<file path="config.mk">
export PLATFORM = sky130hd
export DESIGN_NAME = uart_tx_controller
export DESIGN_NICKNAME = d
export VERILOG_FILES = /design/src/rtl/uart_pkg.sv /design/src/rtl/uart_tick_gen.sv /design/src/rtl/uart_tx_controller.sv
export SDC_FILE = /design/constraint.sdc
export NUM_CORES = 1
export LEC_CHECK = 0
export CAP_MARGIN = 30
export CORE_MARGIN = 3
export CORE_UTILIZATION = 60
export CTS_BUF_LIST = sky130_fd_sc_hd__clkbuf_2 sky130_fd_sc_hd__clkbuf_4 sky130_fd_sc_hd__clkbuf_8
export CTS_CLUSTER_SIZE = 14
export DETAILED_ROUTE_END_ITERATION = 6
export GPL_TIMING_DRIVEN = 0
export PLACE_DENSITY_LB_ADDON = 0.15
export SYNTH_ARGS = -nofsm -noshare
export SYNTH_HDL_FRONTEND = slang
export SYNTH_SLANG_ARGS = --single-unit
</file>
<file path="constraint.sdc">
create_clock -name clk -period 3.9 [get_ports clk]
set_input_delay 0.78 -clock clk [delete_from_list [all_inputs] [get_ports clk]]
set_output_delay 0.78 -clock clk [all_outputs]
set_load 0.005 [all_outputs]
</file>
<file path="src/rtl/uart_pkg.sv">
// Shared UART definitions: baud divisor table, FSM state encoding and oversampling default.
// Used by both the transmit and receive controllers.
package uart_pkg;

  localparam int OVERSAMPLE_DEFAULT = 16;
  localparam int DIV_W              = 14;

  typedef enum logic [2:0] {
    S_IDLE,
    S_START,
    S_DATA,
    S_PARITY,
    S_STOP
  } uart_state_e;

  // clk cycles per oversample tick at 50 MHz, indexed by baud_select
  function automatic logic [DIV_W-1:0] baud_divisor(input logic [2:0] code);
    logic [DIV_W-1:0] div;
    case (code)
      3'd0:    div = 14'd10417;
      3'd1:    div = 14'd2604;
      3'd2:    div = 14'd651;
      3'd3:    div = 14'd326;
      3'd4:    div = 14'd163;
      3'd5:    div = 14'd81;
      3'd6:    div = 14'd54;
      default: div = 14'd27;
    endcase
    return div;
  endfunction

endpackage

</file>
<file path="src/rtl/uart_tick_gen.sv">
// Oversample tick generator: one-cycle pulse every 'divisor' clocks, restartable by clear.
module uart_tick_gen
  import uart_pkg::*;
(
  input  logic             clk,
  input  logic             reset,
  input  logic             clear,
  input  logic [DIV_W-1:0] divisor,
  output logic             tick
);

  logic [DIV_W-1:0] r_count;
  logic             w_wrap;

  assign w_wrap = (r_count == divisor - 14'd1);
  assign tick   = w_wrap & ~clear;

  // NOTE: sequential state uses non-blocking assignments so every register samples pre-edge values.
  always_ff @(posedge clk or posedge reset) begin
    if (reset) begin
      r_count <= '0;
    end else if (clear || w_wrap) begin
      r_count <= '0;
    end else begin
      r_count <= r_count + 14'd1;
    end
  end

endmodule

</file>
<file path="src/rtl/uart_tx_controller.sv">
// UART transmitter: accepts a byte on Tx_WR and shifts start, data (LSB first),
// optional parity and stop bits onto TxD using 16x oversampled baud ticks.
module uart_tx_controller
  import uart_pkg::*;
#(
  parameter int DATA_W     = 8,
  parameter int OVERSAMPLE = OVERSAMPLE_DEFAULT,
  parameter int PARITY_EN  = 1,
  parameter int PARITY_ODD = 0
) (
  input  logic              clk,
  input  logic              reset,
  input  logic [2:0]        baud_select,
  input  logic              Tx_EN,
  input  logic              Tx_WR,
  input  logic [DATA_W-1:0] Tx_DATA,
  output logic              TxD,
  output logic              Tx_BUSY,
  output logic              Tx_DONE
);

  localparam int OS_W  = (OVERSAMPLE > 1) ? $clog2(OVERSAMPLE) : 1;
  localparam int BIT_W = (DATA_W > 1) ? $clog2(DATA_W) : 1;

  uart_state_e       r_state, w_next_state;
  logic [DATA_W-1:0] r_data;
  logic [2:0]        r_baud;
  logic [OS_W-1:0]   r_os_cnt;
  logic [BIT_W-1:0]  r_bit_idx, w_bit_idx_next;
  logic              r_txd, r_busy, r_done;
  logic              w_txd_next, w_done_next;
  logic              w_accept, w_tick, w_bit_end, w_parity;

  assign w_accept  = Tx_WR & Tx_EN & (r_state == S_IDLE);
  assign w_bit_end = w_tick & (r_os_cnt == OS_W'(OVERSAMPLE - 1));
  assign w_parity  = (^r_data) ^ 1'(PARITY_ODD);

  // Cleared on accept so the first bit period starts exactly at the accept edge.
  uart_tick_gen u_tick_gen (
    .clk     (clk),
    .reset   (reset),
    .clear   (w_accept),
    .divisor (baud_divisor(r_baud)),
    .tick    (w_tick)
  );

  // NOTE: every always_comb output gets a default first so no path leaves it unassigned (no latches).
  always_comb begin
    w_next_state   = r_state;
    w_bit_idx_next = r_bit_idx;
    w_done_next    = 1'b0;
    case (r_state)
      S_IDLE:   if (w_accept) w_next_state = S_START;
      S_START:  if (w_bit_end) begin
                  w_next_state   = S_DATA;
                  w_bit_idx_next = '0;
                end
      S_DATA:   if (w_bit_end) begin
                  if (r_bit_idx == BIT_W'(DATA_W - 1))
                    w_next_state = (PARITY_EN != 0) ? S_PARITY : S_STOP;
                  else
                    w_bit_idx_next = r_bit_idx + 1'b1;
                end
      S_PARITY: if (w_bit_end) w_next_state = S_STOP;
      S_STOP:   if (w_bit_end) begin
                  w_next_state = S_IDLE;
                  w_done_next  = 1'b1;
                end
      default:  w_next_state = S_IDLE;
    endcase

    // Line level is decoded from the next state so TxD stays a plain register.
    case (w_next_state)
      S_START:  w_txd_next = 1'b0;
      S_DATA:   w_txd_next = r_data[w_bit_idx_next];
      S_PARITY: w_txd_next = w_parity;
      default:  w_txd_next = 1'b1;
    endcase
  end

  always_ff @(posedge clk or posedge reset) begin
    if (reset) begin
      r_state   <= S_IDLE;
      r_data    <= '0;
      r_baud    <= '0;
      r_os_cnt  <= '0;
      r_bit_idx <= '0;
      r_txd     <= 1'b1;
      r_busy    <= 1'b0;
      r_done    <= 1'b0;
    end else begin
      r_state   <= w_next_state;
      r_bit_idx <= w_bit_idx_next;
      r_txd     <= w_txd_next;
      r_busy    <= (w_next_state != S_IDLE);
      r_done    <= w_done_next;
      if (w_accept) begin
        r_data   <= Tx_DATA;
        r_baud   <= baud_select;
        r_os_cnt <= '0;
      end else if (w_bit_end) begin
        r_os_cnt <= '0;
      end else if (w_tick) begin
        r_os_cnt <= r_os_cnt + 1'b1;
      end
    end
  end

  assign TxD     = r_txd;
  assign Tx_BUSY = r_busy;
  assign Tx_DONE = r_done;

endmodule
</file>
# After elaboration in Yosys (flattened, before gate mapping)
# Cells that the tools add are included.
# word_totals
regBits,38
wordCells,62
input_bits,15
output_inout_bits,3
# op_classes
n_bitwise,5
eq_ne,16
reduce_logical,6
add_sub_neg,4
magnitude_cmp,1
n_mux,21
# ops
op,count
$pmux W14 S7,1
$mux W3,9
$eq A3 B2 Y1 const B,6
$eq A3 B3 Y1 const B,5
$pmux W3 S5,1
$add A14 B1 Y14 const B,1
$eq A14 B14 Y1,1
$mux W14,1
$sub A14 B1 Y14 const B,1
$mux W4,3
$eq A3 B1 Y1 const B,3
$reduce_xor A8 Y1,1
$logic_not A3 Y1,2
$pmux W3 S2,1
$reduce_bool A3 Y1,2
$add A4 B1 Y4 const B,1
$and A1 B1 Y1,4
$eq A4 B4 Y1 const B,1
$lt A3 B4 Y1 const B,1
$add A3 B1 Y3 const B,1
$bmux W1 S3,1
$mux W1,3
$pmux W1 S3,1
$logic_or A1 B1 Y1,1
$not A1 Y1,1

# Longest topological paths before layout
# depth
depth_word,11
ltp_mapped,12

# Modules after synthesis
# A second synthesis with hierarchy kept.
# hier_totals
cells_unflattened,317
hier_area_um2,2864.0
# modules_own_cells
mod,area_per_inst_um2,cells_each,instances
uart_tx_controller,1579.0,167,1
uart_tick_gen,1285.0,150,1

# Least setup slack after synthesis
# OpenSTA, ideal clock, no wires.
# synth_timing
path_type,register -> register
start,register r_baud[2]
end,register r_txd (netlist: TxD)
n_path_buf,1
setup_time_ns,0.090
t_required_ns,3.810
path_stages_with_launch,12
t_arrival_ns,2.995
path_slack_ns,0.815
path_cell_list,dfrtp_1 > clkbuf_1 > a21o_1 > ha_1 > xnor2_1 > or4_1 > a2111o_1 > o31ai_2 > nand2_2 > mux2_4 > o221ai_1 > o211ai_1
# synth_between
elab_chain_len,11
word_cells_on_any_way,26
classes_between,add/sub (1); eq/ne (10); mux (12); bitwise (2); reduce/logical (1)
# synth_lines
element,line_no,text
"start, declared",uart_tx_controller.sv:27,logic [2:0] r_baud;
"start signal, assigned",uart_tx_controller.sv:99,r_baud <= baud_select;
$eq A3 B3 Y1 (tied with other cells),uart_pkg.sv:19,case (code)
$pmux W14 S7 (*),uart_pkg.sv:19,
$sub A14 B1 Y14 (*),uart_tick_gen.sv:15,assign w_wrap = (r_count == divisor - 14'd1);
$eq A14 B14 Y1 (*),uart_tick_gen.sv:15,
$and A1 B1 Y1 (*),uart_tick_gen.sv:16,assign tick = w_wrap & ~clear;
$and A1 B1 Y1 (*),uart_tx_controller.sv:35,assign w_bit_end = w_tick & (r_os_cnt == OS_W'(OVERSAMPLE - 1));
$mux W3 (on tied branches),"uart_tx_controller.sv:58, uart_tx_controller.sv:54",
$pmux W3 S2,uart_tx_controller.sv:52,case (r_state)
$bmux W1 S3,uart_tx_controller.sv:75,S_DATA: w_txd_next = r_data[w_bit_idx_next];
$mux W1 (implied by the code),uart_tx_controller.sv:75,
$pmux W1 S3 (*),uart_tx_controller.sv:73,case (w_next_state)
net w_txd_next,uart_tx_controller.sv:31,"logic w_txd_next, w_done_next;"
"end signal, assigned",uart_tx_controller.sv:94,r_txd <= w_txd_next;
"end, declared",uart_tx_controller.sv:30,"logic r_txd, r_busy, r_done;"
# Mark *: on every way through the listed nets, which the timed path passes. The rest lies on a longest branch. The select of a mux whose other input is x is not followed.
# A chain may end at the register's enable or synchronous reset.

# Final worst setup path
# layout_timing
start,register r_baud[2]
end,register r_busy (netlist: Tx_BUSY)
# layout_between
elab_chain_len,9
word_cells_on_any_way,18
classes_between,add/sub (1); eq/ne (7); mux (6); bitwise (2); reduce/logical (2)
# layout_lines
element,line_no,text
$eq A3 B3 Y1 (tied with other cells),uart_pkg.sv:19,
$pmux W14 S7 (*),uart_pkg.sv:19,
$sub A14 B1 Y14 (*),uart_tick_gen.sv:15,
$eq A14 B14 Y1 (*),uart_tick_gen.sv:15,
$and A1 B1 Y1 (*),uart_tick_gen.sv:16,
$and A1 B1 Y1 (*),uart_tx_controller.sv:35,
$mux W3 (on tied branches),--,
$pmux W3 S5 (*),uart_tx_controller.sv:52,
$reduce_bool A3 Y1 (*),uart_tx_controller.sv:95,r_busy <= (w_next_state != S_IDLE);
"end signal, assigned",uart_tx_controller.sv:95,
"end, declared",uart_tx_controller.sv:30,
# Every way passes the cells marked *; elsewhere a longest branch is shown, timed or not.

==> flow_metrics.tcl <==
set metrics [dict create \
    wire_length_of_the_first_global_routing_pass_mm 7.97 \
    globalRoute.busiestLayer "met2" \
    grtUsageMet2 0.347 \
    timing_worst_slew_pin_value_ns 0.781 \
    global_route.overflow_total 0 \
    die-height_microns 68.8 \
    postSynthAreaPerCell_sq_um 8.99 \
    via_count 1922 \
    slowest_stage "sky130_fd_sc_hd__mux4_2" \
    design.core.area_sq_um 3720 \
    route.detailed.wl_per_inst_microns 14.3 \
    post-cts-setup-buffer-count 0 \
    post_cts_resized 0 \
    drt_first_pass_iters 5 \
    r2r_setup_slack_ns 0.45 \
    netlist_area_sq_um 2360 \
    timing.critical_path.arrival_ns 3.63 \
    grt_util_met3 0.0535 \
    clock_tree.root_cell "sky130_fd_sc_hd__clkbuf_8" \
    clock-skew-final_ns 0.00369 \
    place.gp.congestion 0.839 \
    ctsHoldBuffers 0 \
    synth_cells 263 \
    clk_transition_reported_paths_ns 0.07 \
    synth_area_leader_cell "sky130_fd_sc_hd__dfrtp_1" \
    postSynthRegisterBits 38 \
    path_cells "clkbuf_1, a21o_1, ha_1, xor2_1, nor3_1, mux4_2, a21boi_2, nand3_2, nor3_1, a311oi_2, o21ai_1, or2_1" \
    critical-path-top-delay-family "compound AO/OA/AOI/OAI gates" \
    drv.max_cap_violation_count 0 \
    grt_use_met1 0.331 \
    synth-async-reset-ratio 1.00 \
    worstPathBufferInverterCount 1 \
    synth_top_cell_area_share 0.392 \
    vias_per_cell 5.72 \
    fin_crit_sh 0.886 \
    timing_worst_setup_path_type "flop to flop" \
    buffer_ports.inserted 17 \
    p_seq_frac 0.542 \
    num_antenna_cells 0 \
    floorplan.die_area_sq_um 4730 \
    post-layout-total-power_mw 0.727 \
    comb_power_share 0.030 \
    maxClockFrequency_ghz 0.289 \
    syn_to_final_growth_pct 14.4 \
    cts_buffers 5 \
    grt_setup_unrepaired "false" \
    final_layout_size_suffix_gt1_frac 0.0903 \
    timing.slew.headroom 0.478 \
    drc_errors 0 \
    cts_tree "built" \
    synth_edf_count 0 \
    fin_crit_ns 3.45 \
    pin_count 18 \
    place.detailed.hpwl_mm 3.56 \
    wirelength_mm 4.81 \
    pwr-share-clk 0.428 \
    placementRows 22 \
    clock_sink_count 38 \
    initial_core_util 0.636 \
    switching_share 0.196 \
    dieWidth_microns 68.8 \
    final_hold_viol_count 0 \
    initial_antenna_violation_count 0 \
    critical_path_peak_fanout 10 \
    drt_first_iter_violations 195 \
    synth_fp_nets 282 \
    worst_path_most_repeated_cell "sky130_fd_sc_hd__nor3_1" \
    yosys_warnings 0 \
    htree_levels 2 \
    max_stage_delay_on_crit_path_ns 0.54 \
    vdd_ir_drop_max_mv 0.236 \
    post_synth_main_area_contributors "sky130_fd_sc_hd__dfrtp_1 39%, sky130_fd_sc_hd__nand2_1 7.5%, sky130_fd_sc_hd__xor2_1 5.2%" \
    detail-route-antenna-nets 0 \
    setup_total_negative_slack_ns 0 \
    timing.critical_path.to_type "flop" \
    synth_sequential_area_ratio 0.403 \
    synthFlopType "sky130_fd_sc_hd__dfrtp_1" \
    worst_ep_required_time_ns 4.07 \
    leakagePower_nw 1.21 \
    pins_over_slew_limit 0 \
    yosysUniqueCellTypes 58 \
    first_global_vias 1710 \
    clk_latency_ns 0.29 \
    worstHoldPathType "flop to flop" \
    grt_start_max_net_pins 39 \
    power_per_cell_area_nw_per_um2 269 \
    final-setup-viol-count 0 \
    p_sw_mw 0.142 \
    outcome "complete, no violations" \
    cts_buffer_depth 2 \
    gr-usage-all-layers 0.229 \
    nNetsFinal 306 \
    internal-power_mw 0.585 \
    timing.critical_path.from_type "flop" \
]
-- through the flow --
step                      instance area [sq um]  setup WS (ns)   util  std cells  hold WS, ns
after floorplan                            2360          0.815      -        263        0.481
after global placement                     2590          0.541  0.698        328        0.502
after detailed placement                   2590          0.511  0.698        328        0.512
after CTS                                  2700          0.451  0.728        336        0.530
after global routing                       2700          0.104  0.728        336        0.558
final                                      2700          0.445  0.728        336        0.528
-- cell families after synthesis --
family          after synthesis  share of synthesized area
compound gates               38                      0.134
flops                        38                      0.403
mux                           7                     0.0371
xor+xnor                     26                     0.0963
buf+inv                      20                     0.0344
fa+ha+maj                     4                     0.0212
simple gates                130                      0.274
-- state kept, by name, summed over array words and instances (netlist names) --
signal              count
r_os_cnt                4
u_tick_gen.r_count     14
r_state                 3
TxD                     1
r_baud                  3
r_data                  8
Tx_BUSY                 1
r_bit_idx               3
Tx_DONE                 1
-- path summary, 6_finish.rpt --
kind,startpoint,endpoint,cells after the start
max,r_baud[2],Tx_BUSY,12
max in group asynchronous,reset,r_bit_idx[2],2
max reg2reg,r_baud[2],Tx_BUSY,12
min reg2reg,r_data[4],r_data[4],2
min in group asynchronous,reset,r_data[5],2
min,r_data[4],r_data[4],2
-- cell type report --
class,count,area (sq um)
Tap cell,48,60.1
Timing Repair Buffer,17,170
Multi-Input combinational cell,205,1330
Clock buffer,8,110
Inverter,9,33.8
Fill cell,283,1010
Buffer,11,47.5
Sequential cell,38,952
-- synthesized netlist by cell type (2+ instances only) --
master                     instances
sky130_fd_sc_hd__nor4b_1           2
sky130_fd_sc_hd__and4_1            2
sky130_fd_sc_hd__nor4_1            2
sky130_fd_sc_hd__xor2_1           14
sky130_fd_sc_hd__o21ai_0           4
sky130_fd_sc_hd__nor2b_1           6
sky130_fd_sc_hd__nor3_1            3
sky130_fd_sc_hd__dfrtp_1          37
sky130_fd_sc_hd__o21a_1            3
sky130_fd_sc_hd__and3_1            5
sky130_fd_sc_hd__or3_1             4
sky130_fd_sc_hd__nor2_1           25
sky130_fd_sc_hd__ha_1              4
sky130_fd_sc_hd__nand2_1          47
sky130_fd_sc_hd__clkbuf_1          8
sky130_fd_sc_hd__a21oi_1           9
sky130_fd_sc_hd__inv_1             9
sky130_fd_sc_hd__nand3_1          10
sky130_fd_sc_hd__o211ai_1          2
sky130_fd_sc_hd__mux2i_1           5
sky130_fd_sc_hd__nand2b_1          3
sky130_fd_sc_hd__buf_2             2
sky130_fd_sc_hd__nand4_1           9
sky130_fd_sc_hd__xnor2_1          12
sky130_fd_sc_hd__a21o_1            3
-- power by group through the flow --
stage / sequential (mW) / clock (mW) / combinational (mW)
2_1_floorplan: 0.401 / 0 / 0.00591
3_3_place_gp: 0.402 / 0 / 0.0221
3_5_place_dp: 0.401 / 0 / 0.0225
4_1_cts: 0.394 / 0.318 / 0.0226
5_1_grt: 0.394 / 0.342 / 0.0241
6_report: 0.394 / 0.311 / 0.0218
-- worst min-delay path: stages, from the launching register on --
cell and delay [ns]:
sky130_fd_sc_hd__dfrtp_1 0.38, sky130_fd_sc_hd__nand2_1 0.06, sky130_fd_sc_hd__nand2_1 0.06
-- layout by cell type, fill, tap and decap left out, drive strengths merged, types with 2 or more instances in the layout --
master,instances
nand3,11
xor2,14
dfrtp,37
nor4,2
and3,5
mux2i,5
nor2b,7
nand2,48
or2,2
clkdlybuf4s50,17
a2111oi,2
a21o,3
nor4b,2
inv,9
nor2,25
xnor2,12
o21ai,5
nand4,9
or3,4
o211ai,2
ha,4
and4,2
clkbuf,16
nor3,3
a21oi,9
o21a,3
buf,3
nand2b,3
-- layer usage --
layer | share of wire | wire, microns
met5 | 0 | 0
met4 | 0.012 | 57
met3 | 0.033 | 160
met2 | 0.47 | 2240
met1 | 0.49 | 2350
Note: power is estimated with default switching activity, not from simulation.
